$ cat src/rtl/load_bus_master.sv
// Load-bus master: turns one core load request into a single AXI read burst
// and streams the returned beats back to the core with an end-of-burst error status.
module load_bus_master #(
    parameter logic [3:0]  ID      = 4'h0,
    parameter int unsigned MAX_LEN = 16
) (
    input  logic        clk,
    input  logic        rst,

    input  logic        ld_valid,
    output logic        ld_ready,
    input  logic [31:0] ld_addr,
    input  logic [3:0]  ld_len,
    output logic        ld_rvalid,
    output logic [31:0] ld_rdata,
    output logic        ld_rlast,
    output logic        ld_err,

    output logic        bus_req,
    input  logic        bus_grnt,

    output logic [3:0]  arid,
    output logic [31:0] araddr,
    output logic [7:0]  arlen,
    output logic [2:0]  arsize,
    output logic [1:0]  arburst,
    output logic        arvalid,
    input  logic        arready,

    input  logic [3:0]  rid,
    input  logic [31:0] rdata,
    input  logic [1:0]  rresp,
    input  logic        rlast,
    input  logic        rvalid,
    output logic        rready
);

    localparam int unsigned LEN_W  = 4;
    localparam int unsigned CNT_W  = 5;
    localparam int unsigned ADDR_W = 32;
    localparam int unsigned DATA_W = 32;

    localparam logic [CNT_W-1:0] CNT_MAX     = '1;
    localparam logic [2:0]       SIZE_4BYTE  = 3'b010;
    localparam logic [1:0]       BURST_INCR  = 2'b01;
    localparam logic [1:0]       RESP_OKAY   = 2'b00;

    typedef enum logic [1:0] {
        IDLE = 2'd0,
        REQ  = 2'd1,
        ADDR = 2'd2,
        DATA = 2'd3
    } state_t;

    state_t             state;
    logic [LEN_W-1:0]   len;
    logic [CNT_W-1:0]   cnt;
    logic               err;

    logic [LEN_W-1:0]   len_clamped_c;
    logic               beat_c;
    logic               beat_err_c;
    logic               err_upd_c;

    // Requested length limited to what the burst engine supports
    generate
        if (MAX_LEN >= (1 << LEN_W)) begin : g_no_clamp
            assign len_clamped_c = ld_len;
        end else begin : g_clamp
            localparam logic [LEN_W-1:0] LEN_MAX = LEN_W'(MAX_LEN - 1);
            assign len_clamped_c = (ld_len > LEN_MAX) ? LEN_MAX : ld_len;
        end
    endgenerate

    // Per-beat protocol checks; the running flag includes the current beat
    always_comb begin
        beat_c     = 1'b0;
        beat_err_c = 1'b0;
        err_upd_c  = err;
        if (state == DATA) begin
            beat_c = rvalid & rready;
        end
        beat_err_c = (rresp != RESP_OKAY)
                   | (rid != ID)
                   | ( rlast & (cnt != CNT_W'(len)))
                   | (~rlast & (cnt == CNT_W'(len)));
        err_upd_c  = err | beat_err_c;
    end

    always_ff @(posedge clk or posedge rst) begin
        if (rst) begin
            state     <= IDLE;
            len       <= '0;
            cnt       <= '0;
            err       <= 1'b0;
            ld_ready  <= 1'b0;
            ld_rvalid <= 1'b0;
            ld_rdata  <= '0;
            ld_rlast  <= 1'b0;
            ld_err    <= 1'b0;
            bus_req   <= 1'b0;
            arid      <= '0;
            araddr    <= '0;
            arlen     <= '0;
            arsize    <= '0;
            arburst   <= '0;
            arvalid   <= 1'b0;
            rready    <= 1'b0;
        end else begin
            ld_rvalid <= 1'b0;
            ld_rlast  <= 1'b0;
            ld_err    <= 1'b0;

            case (state)
                IDLE: begin
                    ld_ready <= 1'b1;
                    if (ld_valid && ld_ready) begin
                        ld_ready <= 1'b0;
                        bus_req  <= 1'b1;
                        len      <= len_clamped_c;
                        araddr   <= ADDR_W'(ld_addr);
                        arlen    <= {4'b0000, len_clamped_c};
                        arid     <= ID;
                        arsize   <= SIZE_4BYTE;
                        arburst  <= BURST_INCR;
                        state    <= REQ;
                    end
                end

                REQ: begin
                    if (bus_grnt) begin
                        arvalid <= 1'b1;
                        state   <= ADDR;
                    end
                end

                ADDR: begin
                    if (arready) begin
                        arvalid <= 1'b0;
                        rready  <= 1'b1;
                        cnt     <= '0;
                        err     <= 1'b0;
                        state   <= DATA;
                    end
                end

                DATA: begin
                    // Only rlast terminates; extra beats are still forwarded
                    if (beat_c) begin
                        ld_rvalid <= 1'b1;
                        ld_rdata  <= DATA_W'(rdata);
                        ld_rlast  <= rlast;
                        ld_err    <= rlast & err_upd_c;
                        err       <= err_upd_c;
                        if (cnt != CNT_MAX) begin
                            cnt <= cnt + CNT_W'(1);
                        end
                        if (rlast) begin
                            rready   <= 1'b0;
                            bus_req  <= 1'b0;
                            ld_ready <= 1'b1;
                            state    <= IDLE;
                        end
                    end
                end

                default: state <= IDLE;
            endcase
        end
    end

endmodule

$ cat config.mk
export PLATFORM = sky130hd
export DESIGN_NAME = load_bus_master
export DESIGN_NICKNAME = d
export VERILOG_FILES = /design/src/rtl/load_bus_master.sv
export SDC_FILE = /design/constraint.sdc
export NUM_CORES = 1
export LEC_CHECK = 0
export ABC_AREA = 0
export BUFFER_PORTS_ARGS = -buffer_cell sky130_fd_sc_hd__buf_4
export CAP_MARGIN = 20
export CORE_MARGIN = 4
export CORE_UTILIZATION = 48
export CTS_BUF_LIST = sky130_fd_sc_hd__clkbuf_8
export DETAILED_ROUTE_END_ITERATION = 8
export GPL_TIMING_DRIVEN = 1
export PLACE_DENSITY = 0.82
export RECOVER_POWER = 50
export SKIP_LAST_GASP = 1
export SYNTH_ARGS = -nofsm -noshare
export SYNTH_HDL_FRONTEND = slang
export SYNTH_SLANG_ARGS = --single-unit
$ cat constraint.sdc
create_clock -name clk -period 3.2 [get_ports clk]
set_input_delay 0.32 -clock clk [delete_from_list [all_inputs] [get_ports clk]]
set_output_delay 0.32 -clock clk [all_outputs]
set_load 0.02 [all_outputs]
**Word-level counts from Yosys, hierarchy flattened**

Cells that the tools add are included.

- Add/sub/neg operators: 1
- Multipliers: 0
- Divide/modulo/power cells: 0
- $lt $le $gt $ge: 0
- Eq/ne operators: 12
- Shift-type cells: 0
- Muxes and demuxes: 32
- Bitwise operators: 9
- Reduce and logical (&&, ||, !) cells: 16

Operator list:

| operator | number |
|---|---|
| $mux W1 | 17 |
| $mux W5 | 3 |
| $reduce_and A4 Y1 | 3 |
| $mux W2 | 5 |
| $ne A2 B2 Y1 const B | 5 |
| $pmux W1 S2 | 5 |
| $pmux W5 S2 | 1 |
| $reduce_and A3 Y1 | 3 |
| $pmux W2 S4 | 1 |
| $reduce_bool A2 Y1 | 4 |
| $add A5 B1 Y5 const B | 1 |
| $eq A5 B4 Y1 | 1 |
| $ne A5 B4 Y1 | 1 |
| $ne A5 B5 Y1 const B | 1 |
| $reduce_and A5 Y1 | 1 |
| $and A1 B1 Y1 | 4 |
| $eq A2 B2 Y1 const B | 2 |
| $or A1 B1 Y1 | 4 |
| $reduce_and A2 Y1 | 2 |
| $reduce_bool A4 Y1 | 1 |
| $eq A2 B1 Y1 const B | 1 |
| $logic_not A2 Y1 | 1 |
| $ne A2 B1 Y1 const B | 1 |
| $logic_and A1 B1 Y1 | 1 |
| $not A1 Y1 | 1 |

- Bits in registers: 84
- Latch bits: 0
- RAM bits: 0
- ROM bits: 0
- Bits of input ports: 81
- Output and inout bits: 88
- Word-level logic and storage cells: 84
- Memories: 0

**Depth between registers and ports, before layout**

- Depth in word-level cells: 8
- Mapped depth: 7
- Gate-level depth less buffers: 7

**Least setup slack after synthesis**

No wires, ideal clock.

- Kind: register to register
- Start: register cnt[0]
- End: register cnt[0]
- Setup time: 0.082 ns
- Arrival: 1.570 ns
- Required time: 3.118 ns
- Path slack: 1.547 ns
- Stages on the path, launching flop included: 8
- Buffers on the path: 0
- Clock period less this slack: 1.653 ns
- Cells stage by stage: dfrtp_1 > ha_1 > and3_1 > ha_1 > nand3b_1 > nor2_1 > nand2_1 > o22ai_1

- Longest elaborated chain between the ends: 4
- Elaborated cells between the ends (all ways): 7
- Those cells by class: add/sub: 1; eq/ne: 2; mux: 3; reduce/logical: 1

Ends and longest elaborated chain:

| element | line | text |
|---|---|---|
| from (decl) | 57 | `logic [CNT_W-1:0] cnt;` |
| from (signal assigned) | 156 | `cnt <= cnt + CNT_W'(1);` |
| $add A5 B1 Y5 | 156 |  |
| $mux W5 | 155 | `if (cnt != CNT_MAX) begin` |
| $mux W5 | 149 | `if (beat_c) begin` |
| $pmux W5 S2 | 114 | `case (state)` |

Several ways; a longest one is shown, not always the timed one. The select of a mux whose other input is x is not followed.
A chain may end at the register's enable or synchronous reset.

==> results.py <==
metrics = {
    "logic_synthesis": {
        "synth_cells": 317,
        "synth_top_area_cell": "sky130_fd_sc_hd__dfrtp_1",
        "synthesis_warning_total": 0,
        "synth_async_sr_flop_share": 1.00,
        "ys.flop_type": "sky130_fd_sc_hd__dfrtp_1",
        "synth-seq-area-share": 0.589,
        "synth_area_per_cell_um2": 11.2,
        "synthDistinctLibCells": 38,
        "post_synth_edffs": 0,
        "yosys_register_bits": 84,
        "synthMostInstantiatedCell": "sky130_fd_sc_hd__nand2_1",
        "post-synth-top-area-fraction": 0.589,
        "synth_commonest_cells": "sky130_fd_sc_hd__nand2_1 (104), sky130_fd_sc_hd__dfrtp_1 (84), sky130_fd_sc_hd__mux2_2 (36)",
        "synth_top_cells_by_area": "sky130_fd_sc_hd__dfrtp_1 (59%), sky130_fd_sc_hd__mux2_2 (11%), sky130_fd_sc_hd__nand2_1 (11%)",
        "synth.cell_area_um2": 3570,
    },
    "die": {
        "num_rows": 31,
        "die_w_um": 94.2,
        "dieHeight_um": 94.2,
        "effective_utilization_at_floorplan": 0.492,
        "die-area_um2": 8870,
        "io-pin-count": 169,
        "design.core.area_um2": 7250,
    },
    "clock_tree": {
        "cts_repair_resize_count": 0,
        "max-clock-path-buffers": 2,
        "clk_latency_ns": 0.34,
        "cts_num_sinks": 84,
        "htree_levels": 3,
        "cts_buffers": 9,
        "cts_post_setup_buffers_inserted": 0,
        "cts_tree": "done",
        "root_buffer": "sky130_fd_sc_hd__clkbuf_8",
        "clkTransAtPathRegs_ns": 0.09,
        "holdBufCountCts": 1,
    },
    "run_status": {
        "run_status": "finished with violations",
        "violations": "max-capacitance violations, max-slew violations",
    },
    "timing": {
        "post-route-period-util": 0.643,
        "maxSlewHeadroom": -0.0388,
        "finalMaxSlewViolations": 32,
        "grt_setup_unrepaired": "false",
        "layout_min_cycle_time_ns": 2.06,
        "clock_skew_ns": 0.0116,
        "setup-tns-final_ns": 0,
        "hold_viol": 0,
        "timing.fmax_ghz": 0.486,
        "finalSetupViolations": 0,
        "worstMarginPinSlew_ns": 1.56,
    },
    "setup_path": {
        "worstReg2RegEnd": "err$_DFFE_PP0P_",
        "timing.critical_path.slowest_stage_cell": "sky130_fd_sc_hd__clkbuf_1",
        "worstReg2RegStart": "state[0]$_DFFE_PP0P_",
        "critPathKind": "in -> async",
        "cell_by_cell_listing_of_the_critical_path": "dlygate4sd3_1 > clkbuf_4 > clkinvlp_2 > clkbuf_1",
        "worst_setup_path_end_kind": "asynchronous set/reset pin",
        "cp_num_buf_inv": 4,
        "ff2ff_path_depth": 6,
        "critPathMaxStageDelay_ns": 1.14,
        "required_ns": 3.37,
        "flop_to_flop_setup_slack_ns": 1.23,
        "data_arrival_time_of_the_critical_path_ns": 2.23,
        "cp.depth": 4,
        "setup.worst_path.start_class": "input pin",
        "critical_path_peak_fanout": 31,
        "top_delay_family_on_crit_path": "buffers and inverters",
    },
    "hold_path": {
        "min_path_type": "in -> reg",
        "timing.hold.worst.start": "rdata[27]",
        "timing.hold.worst_path_depth": 3,
        "worst_hold_path.endpoint": "ld_rdata[27]$_DFFE_PP0P_",
    },
    "routing": {
        "detail_route.wirelength_mm": 8.26,
        "drt_iter0_markers": 109,
        "routedWlPerCell_um": 14.2,
        "via_per_inst": 4.79,
        "firstDrtPassIters": 4,
        "total_number_of_vias": 2782,
        "post-route-drc-count": 0,
        "final_antenna_net_count": 0,
    },
    "power": {
        "p_leak_nw": 2.33,
        "total_power_w": 0.00449,
        "vdd_drop_max_mv": 0.490,
        "power_density_nw_per_um2": 956,
    },
    "global_routing": {
        "grt_pass1_vias": 2795,
        "grt_pass1_wl_mm": 12.7,
        "initial_antenna_violation_count": 0,
        "grt_start_max_net_pins": 53,
        "gr-total-overflow": 0,
        "groute.usage.overall": 0.183,
    },
    "layout": {
        "areaGrowthSynthToFinish_pct": 31.7,
        "final_layout_size_suffix_gt1_frac": 0.307,
        "nNetsFinal": 564,
        "insertedDiodeCount": 0,
    },
    "placed_design": {
        "globalplace.congestion": 0.788,
        "place_hpwl_mm": 6.29,
        "input_output_buffers": 157,
    },
    "flow_run": {
        "maxCapViolCount": 1,
    },
}
state kept, by name, indices dropped and copies added, names as in the netlist:
signal	cells
ld_rdata	32
cnt	5
arburst	1
arvalid	1
state	2
ld_rlast	1
ld_err	1
araddr	32
ld_ready	1
ld_rvalid	1
err	1
rready	1
arlen	4
bus_req	1
worst max-delay path by stage:
stage                         start                       end  slack [ns]
2_1_floorplan                   rst     araddr[0]$_DFFE_PP0P_        0.71
3_3_place_gp   state[0]$_DFFE_PP0P_      arlen[2]$_DFFE_PP0P_        1.32
3_5_place_dp   state[0]$_DFFE_PP0P_           err$_DFFE_PP0P_        1.22
4_1_cts        state[0]$_DFFE_PP0P_           err$_DFFE_PP0P_        1.21
5_1_grt                         rst  ld_rdata[19]$_DFFE_PP0P_        0.76
6_report                        rst  ld_rdata[19]$_DFFE_PP0P_        1.14
cells in the final DEF (no fill, tap or decap), drive strengths merged, types with 5 or more instances in the layout:
cell / instances
nand2: 104
clkbuf: 88
dfrtp: 84
buf: 83
mux2: 37
conb: 11
inv: 8
ha: 6
a21oi: 6
nand3: 6
nor2: 5
o21ai: 5
routing by layer:
metal | wire length (µm) | part of all wire | track usage
met1 | 3260 | 0.39 | 0.220
met2 | 4030 | 0.49 | 0.304
met3 | 846 | 0.10 | 0.0585
met4 | 123 | 0.015 | 0.0710
met5 | 0 | 0 | 0
kinds of logic after synthesis:
logic type / after synthesis / synth area share
other: 1 / 0.00105
muxes: 39 / 0.124
AOI/OAI and AO/OA: 18 / 0.0361
DFF: 84 / 0.589
xor gates and xnor gates: 6 / 0.0147
and+or+nand+nor: 133 / 0.164
buffers and inverters: 30 / 0.0505
adders and majority gates: 6 / 0.0211
final cells by class:
cell class / instances / area, µm²
fill: 642 / 2560
timing repair buffer: 162 / 931
tap: 99 / 124
sequential: 84 / 2100
inverter: 7 / 27.5
multi-input combinational: 213 / 1330
clock inverter: 6 / 47.5
clock buffer: 10 / 138
stage by stage:
stage | worst slack, ns | cells | utilization | area, µm² | hold slack (ns)
final | 1.14 | 581 | 0.647 | 4700 | 0.160
after global placement | 1.32 | 564 | 0.660 | 4790 | 0.173
after detailed placement | 1.22 | 564 | 0.660 | 4790 | 0.177
after CTS | 1.21 | 581 | 0.687 | 4980 | 0.143
after global routing | 0.757 | 581 | 0.647 | 4700 | 0.150
after floorplan | 0.715 | 327 | - | 3600 | 0.425
worst min-delay path, stage by stage:
cell and delay, ns:
sky130_fd_sc_hd__buf_4 0.08, sky130_fd_sc_hd__nand2_1 0.04, sky130_fd_sc_hd__nand2_1 0.04
power by group:
| part | switching, W | internal (W) | total (W) |
|---|---|---|---|
| clock | 0.000382 | 0.000310 | 0.000692 |
| combinational | 0.00126 | 0.000735 | 0.00199 |
| sequential | 0.000276 | 0.00153 | 0.00180 |
| total | 0.00192 | 0.00257 | 0.00449 |
No activity file was read; power rests on OpenSTA's default activity.
